### src/rtl/snn_add_acc.sv
// Handshaked add / running-accumulate with saturate-or-wrap overflow for the SNN datapath.
// Latency: 1 cycle from accept to s/out_valid; one result per cycle when out_ready is held high.
// Backpressure: single output register; in_ready = !out_valid || out_ready, so stalls pass straight upstream.
module snn_add_acc #(
    parameter int WIDTH  = 4,
    parameter bit SIGNED = 1'b0,
    parameter bit SAT    = 1'b1
) (
    input  logic             clk,
    input  logic             rst,
    input  logic             in_valid,
    output logic             in_ready,
    input  logic             mode,
    input  logic             clr,
    input  logic [WIDTH-1:0] a,
    input  logic [WIDTH-1:0] b,
    output logic             out_valid,
    input  logic             out_ready,
    output logic [WIDTH-1:0] s,
    output logic             ovf
);

    localparam logic [WIDTH-1:0] U_MAX = {WIDTH{1'b1}};
    localparam logic [WIDTH-1:0] S_MAX = {1'b0, {(WIDTH-1){1'b1}}};
    localparam logic [WIDTH-1:0] S_MIN = {1'b1, {(WIDTH-1){1'b0}}};

    typedef struct packed {
        logic [WIDTH-1:0] val;
        logic             ovf;
    } res_t;

    logic [WIDTH-1:0] acc;
    logic [WIDTH-1:0] addend;
    logic [WIDTH:0]   a_ext;
    logic [WIDTH:0]   addend_ext;
    logic [WIDTH:0]   sum;
    res_t             res;
    logic             accept;

    assign in_ready = !out_valid || out_ready;
    assign accept   = in_valid && in_ready;

    always_comb begin
        addend     = b;
        a_ext      = {1'b0, a};
        addend_ext = '0;
        res        = '0;
        // A clear on an accumulate starts the new integration from zero in the same cycle.
        if (mode) begin
            addend = clr ? '0 : acc;
        end
        if (SIGNED) begin
            a_ext      = {a[WIDTH-1], a};
            addend_ext = {addend[WIDTH-1], addend};
        end else begin
            addend_ext = {1'b0, addend};
        end
        sum     = a_ext + addend_ext;
        res.ovf = SIGNED ? (sum[WIDTH] ^ sum[WIDTH-1]) : sum[WIDTH];
        res.val = sum[WIDTH-1:0];
        // The extended top bit carries the true sign, so it picks the clamp direction.
        if (res.ovf && SAT) begin
            if (!SIGNED) begin
                res.val = U_MAX;
            end else if (sum[WIDTH]) begin
                res.val = S_MIN;
            end else begin
                res.val = S_MAX;
            end
        end
    end

    always_ff @(posedge clk) begin
        if (rst) begin
            out_valid <= 1'b0;
            s         <= '0;
            ovf       <= 1'b0;
        end else if (accept) begin
            out_valid <= 1'b1;
            s         <= res.val;
            ovf       <= res.ovf;
        end else if (out_ready) begin
            out_valid <= 1'b0;
        end
    end

    // Clear is honoured even when no input is accepted, including during a stall.
    always_ff @(posedge clk) begin
        if (rst) begin
            acc <= '0;
        end else if (accept && mode) begin
            acc <= res.val;
        end else if (clr) begin
            acc <= '0;
        end
    end

endmodule

### config.mk
export PLATFORM = sky130hd
export DESIGN_NAME = snn_add_acc
export DESIGN_NICKNAME = d
export VERILOG_FILES = /design/src/rtl/snn_add_acc.sv
export SDC_FILE = /design/constraint.sdc
export NUM_CORES = 1
export LEC_CHECK = 0
export BUFFER_PORTS_ARGS = -buffer_cell sky130_fd_sc_hd__buf_2
export CORE_AREA = 2 2 39 41
export CTS_BUF_LIST = sky130_fd_sc_hd__clkbuf_8
export DETAILED_ROUTE_END_ITERATION = 7
export DIE_AREA = 0 0 41 43
export PLACE_DENSITY_LB_ADDON = 0.15
export SYNTH_ARGS = -nofsm -noshare
export SYNTH_HDL_FRONTEND = slang
export SYNTH_SLANG_ARGS = --single-unit
### constraint.sdc
create_clock -name clk -period 2.5 [get_ports clk]
set_input_delay 0.5 -clock clk [delete_from_list [all_inputs] [get_ports clk]]
set_output_delay 0.5 -clock clk [all_outputs]
set_load 0.05 [all_outputs]
==> qor.yml <==
logic_synthesis:
  synth_area_um2: 626
  synthCells: 67
  seq_area_frac_synth_pct: 32.0
  synth_nets: 86
  synth.avg_cell_area_um2: 9.34
  ys_ff_latch: 10
  yosysUniqueCellTypes: 22
  synth_edf_count: 0
  ys_warn_count: 0
  async_flop_share_pct: 0
  synthFlopType: "dfxtp_1"
placement:
  dpl_cell_area_um2: 767
  dp_hpwl_um: 1220
  portBuffers: 20
  placed_cells: 106
  gp_congestion: 0.767
drt:
  routed_wl_um: 1570
  route.top_layer_used: "met4"
  dr.first_iter.drc_count: 7
  wl_met2_um: 796
  first_pass_iters: 4
  antenna_left: 0
  dr_wl_met3_um: 42
  drt-wirelength-per-cell_um: 14.3
  via_count: 624
  wl_met1_um: 714
  viasPerCell: 5.67
  drc: 0
clock_tree:
  clk_latency_ns: 0.24
  cts_tree: "built"
  cts.sinks: 10
  cts_resized: 0
  root_buffer: "clkbuf_8"
  ctsHoldBuffers: 0
  cts_setup_buffers: 0
  clkTransAtPathRegs_ns: 0.05
  cts_buffers: 3
  htree_levels: 1
  clock_path_buffers: 2
cells_and_area:
  fin_area_um2: 822
  layout-drive-gt1-share_pct: 37.2
  finalCoreUtilization_pct: 59.4
  final_cell_count_no_fill: 110
  syn2layout_area_growth_pct: 31.4
  final_nets: 114
  diodes: 0
grt:
  grt_pass1_wl_um: 2690
  grt_max_degree: 11
  globalRouteTotalUtil_pct: 22.6
  grt_pass1_vias: 602
  overflow: 0
  grt_antenna_before_repair: 0
die:
  core_area_um2: 1380
  rows: 14
  io_pins: 21
  dieArea_um2: 1760
  start_util_pct: 45.2
  die_h_um: 43
  fp.dieW_um: 41
timing:
  finClkSkew_ns: 0.00156
  finalSetupViolations: 0
  rsz0062_at_grt: "no"
  post-route-period-util_pct: 91.2
  period_minus_slack_ns: 2.28
  fmax_mhz: 438
  worstMarginPinSlew_ns: 0.482
  hold_viol: 0
  slew_violations: 0
  slew_headroom_pct: 67.8
  tns_ns: 0
pwr:
  power.density_nw_per_um2: 643
  leakagePower_nw: 0.375
  ir_worst_vdd_mv: 0.335
  power.total_mw: 0.529
worst_setup_path:
  path_class: "in2reg"
  crit_chain: "buf_2 -> mux2_2 -> ha_1 -> fa_1 -> or4b_1 -> nor3_1 -> a2111oi_1"
  crit_buf_inv: 1
  endpoint_kind: "register"
  crit_family: "simple AND/OR/NAND/NOR gates"
  arrival_ns: 2.38
  slowest_delay_ns: 0.56
  cp_slowest_cell: "or4b_1"
  crit_required_ns: 2.60
  startpoint_type: "input pin"
  cp_max_fo: 3
run_status:
  status: "completed"
min_path:
  min_path_type: "reg2reg"
run:
  cap_viol_max_count: 0
Yosys cell counts (all sizes together) (2+ instances only):
master / count / area (µm²)
a21oi: 12 / 60.1
dfxtp: 10 / 200
a211oi: 9 / 67.6
nor2b: 5 / 31.3
a2111oi: 4 / 37.5
ha: 4 / 50.1
mux2: 4 / 45.0
a21o: 2 / 15.0
and2: 2 / 12.5
buf: 2 / 18.8
inv: 2 / 7.51
nor2: 2 / 7.51
nor3: 2 / 10.0
path summary, 6_finish.rpt:
path | endpoint | startpoint | cells past startpoint | slack [ns]
max | acc[3] | mode | 7 | 0.22
min | s[0] | s[0] | 2 | 0.51
max reg2reg | acc[3] | acc[0] | 7 | 0.22
min reg2reg | s[0] | s[0] | 2 | 0.51
power by group:
part	switching, mW	leakage (nW)	internal, mW
registers	0.00437	0.0828	0.172
clock network	0.0670	0.0288	0.139
logic	0.0902	0.263	0.0560
tightest hold or removal path: stages, from the launching register on:
cell,delay [ns]
dfxtp_1,0.30
a21oi_1,0.11
a211oi_1,0.05
routing by layer:
layer / vias to the layer above / track usage (%)
met5: - / 0
met4: 0 / 12.0
met3: 2 / 3.14
met2: 15 / 35.6
met1: 294 / 28.0
li1: 313 / -
cell usage in the layout (no fill, tap or decap):
master and n:
a21o_1 2, a211oi_1 9, or3_1 1, or4b_1 1, a211o_2 1, nor3_1 2
buf_4 6, ha_1 4, nor2_1 2, a2111oi_0 2, nand3b_1 1, buf_2 20
nor2b_1 5, fa_1 1, dfxtp_1 10, a2111oi_1 2, and2_1 2, clkbuf_8 4
nand2_1 1, mux2_2 4, inv_1 2, a21oi_1 12
area by class of cell:
type                       count  area (µm²)
inverter                       2        7.51
timing repair buffer          26         145
clock buffer                   4        55.1
tap                           16        20.0
multi-input combinational     52         394
sequential                    10         200
fill                         138         562
state kept, by name, summed over array words and instances, names as in the netlist:
name / cells
acc: 4
s: 4
out_valid: 1
ovf: 1
through the flow:
| stage | worst slack (ns) | hold slack (ns) |
|---|---|---|
| floorplan | 0.156 | 0.596 |
| global placement | 0.0236 | 0.509 |
| detailed placement | -0.0226 | 0.517 |
| CTS | 0.220 | 0.522 |
| global route | 0.137 | 0.560 |
| finish | 0.219 | 0.514 |
cells by family after synthesis:
group           after synthesis  synth area share [%]
mux                           4                  7.20
fa+ha+maj                     5                  11.2
buf+inv                       5                  5.00
compound gates               28                  30.4
flops                        10                  32.0
simple gates                 15                  14.2
(Power assumes the default switching activity.)
